==> src/rtl/i2s_pkg.sv <==
// rtl/i2s_pkg.sv - shared types and frame geometry for the I2S transmit frame controller
package i2s_pkg;

    typedef enum logic [1:0] {
        ST_IDLE  = 2'd0,
        ST_PRIME = 2'd1,
        ST_RUN   = 2'd2
    } state_t;

    // One frame carries a left and a right word, one bit per sclk cycle.
    function automatic int frame_len(input int pdata_width);
        return 2 * pdata_width;
    endfunction

endpackage

==> src/rtl/i2s_frame_counter.sv <==
// rtl/i2s_frame_counter.sv - bit position counter, registered LRCK and end-of-frame strobe
module i2s_frame_counter
    import i2s_pkg::*;
#(
    parameter int  PDATA_WIDTH = 32,
    localparam int BW          = $clog2(frame_len(PDATA_WIDTH))
) (
    input  logic          sclk_in,
    input  logic          rst,
    input  logic          run,
    output logic [BW-1:0] bit_cnt,
    output logic          lrck_out,
    output logic          wrap
);

    localparam int FRAME_LEN = frame_len(PDATA_WIDTH);

    logic [BW-1:0] cnt_nxt;

    assign wrap = (bit_cnt == BW'(FRAME_LEN - 1));

    always_comb begin
        cnt_nxt = '0;
        if (run && !wrap)
            cnt_nxt = bit_cnt + BW'(1);
    end

    // LRCK is decoded from the next count so it lines up with bit_cnt in the same cycle.
    always_ff @(posedge sclk_in) begin
        if (rst) begin
            bit_cnt  <= '0;
            lrck_out <= 1'b0;
        end else begin
            bit_cnt  <= cnt_nxt;
            lrck_out <= (cnt_nxt >= BW'(PDATA_WIDTH));
        end
    end

endmodule

==> src/rtl/i2s_tx_frame_ctrl.sv <==
// rtl/i2s_tx_frame_ctrl.sv - frame scheduler feeding held stereo words to the I2S serializer
module i2s_tx_frame_ctrl
    import i2s_pkg::*;
#(
    parameter int PDATA_WIDTH     = 32,
    parameter bit UNDERRUN_REPEAT = 1'b0,
    parameter int CNT_WIDTH       = 16
) (
    input  logic                   sclk_in,
    input  logic                   rst,
    input  logic                   en,
    input  logic                   s_valid,
    output logic                   s_ready,
    input  logic [PDATA_WIDTH-1:0] s_ldata,
    input  logic [PDATA_WIDTH-1:0] s_rdata,
    output logic                   lrck_out,
    output logic [PDATA_WIDTH-1:0] pldata_out,
    output logic [PDATA_WIDTH-1:0] prdata_out,
    output logic                   frame_start,
    output logic                   busy,
    output logic                   underrun_flag,
    output logic [CNT_WIDTH-1:0]   underrun_cnt,
    input  logic                   underrun_clr
);

    localparam int BW = $clog2(frame_len(PDATA_WIDTH));

    state_t        state;
    logic [BW-1:0] bit_cnt;
    logic          wrap;
    logic          underrun;

    i2s_frame_counter #(
        .PDATA_WIDTH(PDATA_WIDTH)
    ) u_frame_counter (
        .sclk_in (sclk_in),
        .rst     (rst),
        .run     (state == ST_RUN),
        .bit_cnt (bit_cnt),
        .lrck_out(lrck_out),
        .wrap    (wrap)
    );

    // Ready never looks at s_valid, so the source may wait on it without a loop.
    assign s_ready     = en && ((state == ST_PRIME) || ((state == ST_RUN) && wrap));
    assign underrun    = (state == ST_RUN) && wrap && en && !s_valid;
    assign busy        = (state != ST_IDLE);
    assign frame_start = (state == ST_RUN) && (bit_cnt == '0);

    always_ff @(posedge sclk_in) begin
        if (rst) begin
            state         <= ST_IDLE;
            pldata_out    <= '0;
            prdata_out    <= '0;
            underrun_flag <= 1'b0;
            underrun_cnt  <= '0;
        end else begin
            case (state)
                ST_IDLE: begin
                    if (en)
                        state <= ST_PRIME;
                end
                ST_PRIME: begin
                    if (!en) begin
                        state <= ST_IDLE;
                    end else if (s_valid) begin
                        pldata_out <= s_ldata;
                        prdata_out <= s_rdata;
                        state      <= ST_RUN;
                    end
                end
                ST_RUN: begin
                    if (wrap) begin
                        if (!en) begin
                            state      <= ST_IDLE;
                            pldata_out <= '0;
                            prdata_out <= '0;
                        end else if (s_valid) begin
                            pldata_out <= s_ldata;
                            prdata_out <= s_rdata;
                        end else if (!UNDERRUN_REPEAT) begin
                            pldata_out <= '0;
                            prdata_out <= '0;
                        end
                    end
                end
                default: state <= ST_IDLE;
            endcase

            // A fresh underrun outranks a clear landing on the same edge.
            if (underrun) begin
                underrun_flag <= 1'b1;
                if (underrun_clr)
                    underrun_cnt <= CNT_WIDTH'(1);
                else if (!(&underrun_cnt))
                    underrun_cnt <= underrun_cnt + CNT_WIDTH'(1);
            end else if (underrun_clr) begin
                underrun_flag <= 1'b0;
                underrun_cnt  <= '0;
            end
        end
    end

endmodule

==> config.mk <==
export PLATFORM = sky130hd
export DESIGN_NAME = i2s_tx_frame_ctrl
export DESIGN_NICKNAME = d
export VERILOG_FILES = /design/src/rtl/i2s_pkg.sv /design/src/rtl/i2s_frame_counter.sv /design/src/rtl/i2s_tx_frame_ctrl.sv
export SDC_FILE = /design/constraint.sdc
export NUM_CORES = 1
export LEC_CHECK = 0
export ABC_CLOCK_PERIOD_IN_PS = 3310
export CORE_MARGIN = 10
export CORE_UTILIZATION = 35
export DETAILED_ROUTE_END_ITERATION = 8
export PLACE_DENSITY_LB_ADDON = 0.12
export SYNTH_ARGS = -nofsm -noshare
export SYNTH_HDL_FRONTEND = slang
export SYNTH_SLANG_ARGS = --single-unit
==> constraint.sdc <==
create_clock -name sclk_in -period 3.31 [get_ports sclk_in]
set_input_delay 0.662 -clock sclk_in [delete_from_list [all_inputs] [get_ports sclk_in]]
set_output_delay 0.662 -clock sclk_in [all_outputs]
set_load 0.02 [all_outputs]
==> results.py, run 1 <==
metrics = {
    "status": {
        "outcome": "finished clean",
    },
    "clock_tree": {
        "clk_pin_slew_worst_paths_ns": 0.08,
        "clock_latency_ns": 0.35,
        "cts.repair.resized": 0,
        "cts-root-buf": "clkbuf_8",
        "cts.path.max_buffers": 2,
        "h-tree-depth": 3,
        "clkSinkCount": 90,
        "cts_tree": "built",
        "cts_made_buffers": 9,
        "post_cts_buffers": 0,
        "ctsHoldBuffers": 0,
    },
    "logic_synthesis": {
        "synth_edf_count": 0,
        "async_reset_ff_share_pct": 0,
        "ys_seq_area_share_pct": 48.4,
        "syn-num-nets": 524,
        "syn_avg_cell_area_um2": 8.23,
        "syn_area_um2": 3720,
        "ys_ff_latch": 90,
        "synth_cell_types": 46,
        "yosys.area.top_type": "dfxtp_1",
        "synth_ff_type": "dfxtp_1",
        "yosys-top-cells-area": "dfxtp_1, nand3_1, a21oi_1",
        "postSynthCellCount": 452,
        "yosysWarnings": 0,
        "synth_top_cells_by_count": "dfxtp_1, nand2_1, nand3_1",
        "synth_most_common_cell": "dfxtp_1",
        "yosysTopAreaCellShare_pct": 48.4,
    },
    "critical_path": {
        "worstSetupStartpointType": "flip-flop",
        "cp_slowest_cell": "clkdlybuf4s50_1",
        "timing.reg2reg.setup_slack_ns": 1.09,
        "crit_type": "flip-flop to output port",
        "crit_arrival_ns": 2.18,
        "path_max_fanout": 5,
        "worstPathCellList": "ha_1, and4_4, nand3_1, a21boi_0, clkdlybuf4s50_1",
        "cp_top_family": "buffers and inverters",
        "reg2reg_to": "underrun_cnt[9]$_SDFFE_PP0P_",
        "cp_num_buf_inv": 1,
        "end_kind": "output port",
        "crit_required_ns": 2.65,
        "reg2regPathDepth": 5,
        "cpPeakStageDelay_ns": 0.64,
        "rr_startpoint": "underrun_cnt[0]$_SDFFE_PP0P_",
    },
    "final_layout": {
        "diodes": 0,
        "final_nets": 657,
        "drive_gt1_share_pct": 4.92,
        "fin_area_um2": 5530,
        "synthToLayoutAreaGrowth_pct": 48.7,
        "nFillCells": 1009,
        "multiInputGateArea_um2": 1760,
        "regArea_um2": 1800,
    },
    "floorplan": {
        "io_pins": 154,
        "core-area_um2": 10300,
        "die_area_um2": 15200,
        "die_h_um": 123,
        "fp-row-count": 37,
        "die_w_um": 123,
        "initial_core_util_pct": 36.0,
    },
    "global_route": {
        "grt_pass1_wl_um": 19100,
        "gr-total-overflow": 0,
        "grt_busiest_layer": "met2",
        "grt_pass1_vias": 3707,
        "met2_usage_pct": 24.4,
        "use_met3_pct": 6.43,
        "global_route.usage.met1_pct": 18.2,
        "antenna_found_initial": 0,
        "grt_usage_pct": 15.4,
        "grt_max_degree": 65,
    },
    "detailed_routing": {
        "vias": 3714,
        "wl_per_cell_um": 16.5,
        "drtIter0Drc": 352,
        "antenna_left": 0,
        "finalWirelength_um": 11900,
        "dr.pass1.iters": 4,
        "drc": 0,
        "vias_per_cell": 5.12,
    },
    "timing": {
        "fin_ws_ns": 0.472,
        "fmax_mhz": 352,
        "layout_worst_path_cycle_share_pct": 85.8,
        "slew_headroom_pct": 43.0,
        "rsz0062_at_grt": "false",
        "setup_tns_ns": 0,
        "slew_viol_final": 0,
        "clock_skew_ns": 0.00573,
        "setup-violations-final": 0,
        "max_slew.worst_pin.slew_ns": 0.849,
        "fin_crit_ns": 2.84,
        "hold_viol": 0,
    },
    "hold_path": {
        "min_to": "pldata_out[23]$_SDFFE_PP0P_",
        "min_path_cells": 2,
        "hold_path.startpoint": "pldata_out[23]$_SDFFE_PP0P_",
        "hp-class": "flip-flop to flip-flop",
    },
    "placed_design": {
        "portBuffers": 153,
        "dp_hpwl_um": 8260,
        "place_ws_ns": 0.535,
        "gp_congestion": 0.779,
        "place_area_um2": 5350,
    },
    "power_and_ir_drop": {
        "p_leak_nw": 1.78,
        "peakVddDrop_mv": 0.160,
        "powerDensity_nw_per_um2": 373,
    },
    "flow_run": {
        "maxCapViolCount": 0,
    },
}
-- report_power, final --
group	switching [W]	internal [W]	leakage [nW]	total, W
combinational	0.0000944	0.000120	0.962	0.000214
sequential	0.00000964	0.00110	0.727	0.00111
clock	0.000372	0.000367	0.0897	0.000739
total	0.000476	0.00159	1.78	0.00206
-- worst register-to-register path: stages (launching register included) --
cell       delay [ns]
dfxtp_1          0.45
ha_1             0.35
nand2_1          0.14
nor4_4           0.65
a2111oi_0        0.32
mux2i_1          0.18
-- worst max-delay path by stage --
stage | startpoint | endpoint | slack [ns] | depth (start not counted)
floorplan | u_frame_counter.bit_cnt[0]$_SDFF_PP0_ | s_ready | 1.25 | 4
global placement | en | underrun_cnt[15]$_SDFFE_PP0P_ | 0.58 | 5
detailed placement | en | underrun_cnt[15]$_SDFFE_PP0P_ | 0.53 | 5
CTS | u_frame_counter.bit_cnt[0]$_SDFF_PP0_ | s_ready | 0.44 | 5
global route | u_frame_counter.bit_cnt[0]$_SDFF_PP0_ | s_ready | 0.37 | 5
finish | u_frame_counter.bit_cnt[0]$_SDFF_PP0_ | s_ready | 0.47 | 5
-- placed cells by master, fill, tap and decap left out, types with 3 or more instances in the layout --
cell type / instances
a2111oi_0: 4
a211oi_1: 4
a21oi_1: 73
a41oi_1: 3
and3_1: 3
and4_1: 3
buf_12: 3
clkbuf_1: 3
clkbuf_8: 10
clkdlybuf4s50_1: 152
dfxtp_1: 90
ha_1: 3
inv_1: 7
mux2i_1: 6
nand2_1: 81
nand2b_1: 4
nand3_1: 74
nand4_1: 3
nor2_1: 11
or2_2: 3
or3_1: 8
xor2_1: 3
-- registers in the layout, indices dropped and copies added (netlist names) --
| name | cells |
|---|---|
| pldata_out | 32 |
| prdata_out | 32 |
| underrun_cnt | 16 |
| u_frame_counter.bit_cnt | 6 |
| state | 2 |
| u_frame_counter.lrck_out | 1 |
| underrun_flag | 1 |
-- per-stage QoR --
stage	hold WS, ns	cells	power (W)	util, %
after floorplan	0.430	452	0.00121	-
after global placement	0.437	710	0.00135	51.8
after detailed placement	0.443	710	0.00135	51.8
after CTS	0.455	725	0.00209	53.6
after global routing	0.475	725	0.00215	53.6
final	0.449	725	0.00206	53.6
-- per-layer routing --
layer	wire (µm)	vias up	part of all wire, %
li1	-	1856	-
met1	4940	1725	41
met2	5610	116	47
met3	1180	17	9.9
met4	212	0	1.8
met5	0	-	0
-- logic make-up after synthesis --
kind of cell | count (synthesis) | share of synthesized area [%]
adder cells (fa/ha/maj) | 3 | 1.01
multiplexers | 6 | 1.61
AO/OA/AOI/OAI | 101 | 16.3
buffers and inverters | 42 | 4.51
XOR/XNOR | 4 | 0.942
flip-flops | 90 | 48.4
AND/OR/NAND/NOR | 206 | 27.2
-- area by class of cell --
type	instances	share of cell area [%]
clock buffer	13	2.69
clock inverter	2	0.678
inverter	7	0.475
multi-input combinational	320	31.7
sequential	90	32.6
tap	136	3.07
timing repair buffer	157	28.8
(Power assumes the default switching activity.)
==> run 2: changes to the inputs <==
--- a/config.mk
+++ b/config.mk
@@ -7,7 +7,7 @@
 export LEC_CHECK = 0
 export ABC_CLOCK_PERIOD_IN_PS = 3310
 export CORE_MARGIN = 10
-export CORE_UTILIZATION = 35
+export CORE_UTILIZATION = 40
 export DETAILED_ROUTE_END_ITERATION = 8
 export PLACE_DENSITY_LB_ADDON = 0.12
 export SYNTH_ARGS = -nofsm -noshare
==> run 2 against run 1 <==
Compared with the run above: via count decreased by 1.2%; clock-buffer cell count stayed put; sequential share of layout area down 0.088 points; die area down 11%; wire length shrank 2.8%; critical path type unchanged; largest cell class unchanged.
==> results.py, run 2 (synthesis gave the netlist of run 1 again) <==
metrics = {
    "timing": {
        "hold_viol": 0,
        "max_slew.worst_pin.slew_ns": 1.16,
        "setup-violations-final": 0,
        "rsz0062_at_grt": "false",
        "slew_headroom_pct": 22.5,
        "setup_tns_ns": 0,
        "fin_ws_ns": 0.508,
        "clock_skew_ns": 0.0112,
        "fin_crit_ns": 2.80,
        "fmax_mhz": 357,
        "layout_worst_path_cycle_share_pct": 84.7,
        "slew_viol_final": 0,
    },
    "detailed_routing": {
        "finalWirelength_um": 11600,
        "antenna_left": 0,
        "drc": 0,
        "vias": 3670,
        "drtIter0Drc": 154,
        "vias_per_cell": 5.23,
        "dr.pass1.iters": 6,
        "wl_per_cell_um": 16.5,
    },
    "flow_run": {
        "maxCapViolCount": 0,
    },
    "clock_tree": {
        "clk_pin_slew_worst_paths_ns": 0.09,
        "clock_latency_ns": 0.34,
        "cts_made_buffers": 9,
        "cts-root-buf": "clkbuf_8",
        "cts.path.max_buffers": 2,
        "cts.repair.resized": 0,
        "clkSinkCount": 90,
        "h-tree-depth": 3,
        "post_cts_buffers": 0,
        "ctsHoldBuffers": 0,
        "cts_tree": "built",
    },
    "global_route": {
        "grt_pass1_wl_um": 18300,
        "gr-total-overflow": 0,
        "antenna_found_initial": 0,
        "grt_max_degree": 65,
        "grt_pass1_vias": 3614,
        "grt_usage_pct": 16.6,
    },
    "status": {
        "outcome": "finished clean",
    },
    "final_layout": {
        "nFillCells": 840,
        "regArea_um2": 1800,
        "drive_gt1_share_pct": 5.58,
        "synthToLayoutAreaGrowth_pct": 49.1,
        "reg_top3": "pldata_out (32), prdata_out (32), underrun_cnt (16)",
        "multiInputGateArea_um2": 1760,
        "layout_commonest_cell": "clkdlybuf4s50_1",
        "final_nets": 658,
        "final_cell_mix": "clkdlybuf4s50_1, dfxtp_1, nand2_1",
        "diodes": 0,
    },
    "floorplan": {
        "fp-row-count": 35,
        "die_w_um": 116,
        "initial_core_util_pct": 40.7,
        "die_h_um": 116,
        "die_area_um2": 13600,
        "io_pins": 154,
        "core-area_um2": 9150,
    },
    "critical_path": {
        "crit_arrival_ns": 2.14,
        "end_kind": "output port",
        "path_max_fanout": 5,
        "worstSetupStartpointType": "flip-flop",
        "crit_required_ns": 2.65,
        "crit_type": "flip-flop to output port",
    },
    "power_and_ir_drop": {
        "p_leak_nw": 1.81,
        "powerDensity_nw_per_um2": 395,
        "peakVddDrop_mv": 0.308,
        "power.total_w": 0.00219,
    },
    "hold_path": {
        "hp-class": "flip-flop to flip-flop",
    },
    "placed_design": {
        "place_ws_ns": 0.560,
        "dp_hpwl_um": 8150,
        "gp_congestion": 0.802,
        "portBuffers": 153,
    },
}
[run 2: critical path, stage by stage (launching register included)]
cell             delay, ns
dfxtp_1               0.38
ha_1                  0.24
and4_4                0.28
nand3_1               0.09
a21boi_0              0.18
clkdlybuf4s50_1       0.63
[run 2: worst paths after layout]
path	from	endpoint	slack (ns)	cells after the start
setup / recovery	u_frame_counter.bit_cnt[0]$_SDFF_PP0_	s_ready	0.51	5
hold / removal	prdata_out[12]$_SDFFE_PP0P_	prdata_out[12]$_SDFFE_PP0P_	0.45	2
setup reg to reg	u_frame_counter.bit_cnt[0]$_SDFF_PP0_	pldata_out[2]$_SDFFE_PP0P_	0.71	6
hold reg to reg	prdata_out[12]$_SDFFE_PP0P_	prdata_out[12]$_SDFFE_PP0P_	0.45	2
[run 2: per-stage QoR]
stage	util (%)	hold slack (ns)	area, µm²	instances
finish	60.6	0.450	5550	702
global route	60.6	0.475	5550	702
CTS	60.6	0.454	5550	702
detailed placement	58.0	0.443	5310	686
global placement	58.0	0.437	5310	686
floorplan	-	0.430	3720	452
[run 2: layout make-up]
cell class / instances / share of cell area (%)
clock buffers: 13 / 3.04
clock inverters: 3 / 1.24
inverters: 7 / 0.474
multi-input cells: 320 / 31.6
flip-flops and latches: 90 / 32.5
well taps: 111 / 2.50
repair buffers: 158 / 28.6
[run 2: report_power, final]
part           switching, W  internal (W)
combinational     0.0000941      0.000119
sequential       0.00000958       0.00110
clock              0.000379      0.000491
[run 2: per-layer routing]
metal	share of wire, %	up-vias	routed length [µm]	GRT usage, %
li1	-	1854	-	-
met4	1.2	0	145	5.50
met2	48	98	5620	26.7
met3	10	10	1160	7.45
met1	40	1708	4680	19.2
met5	0	-	0	0
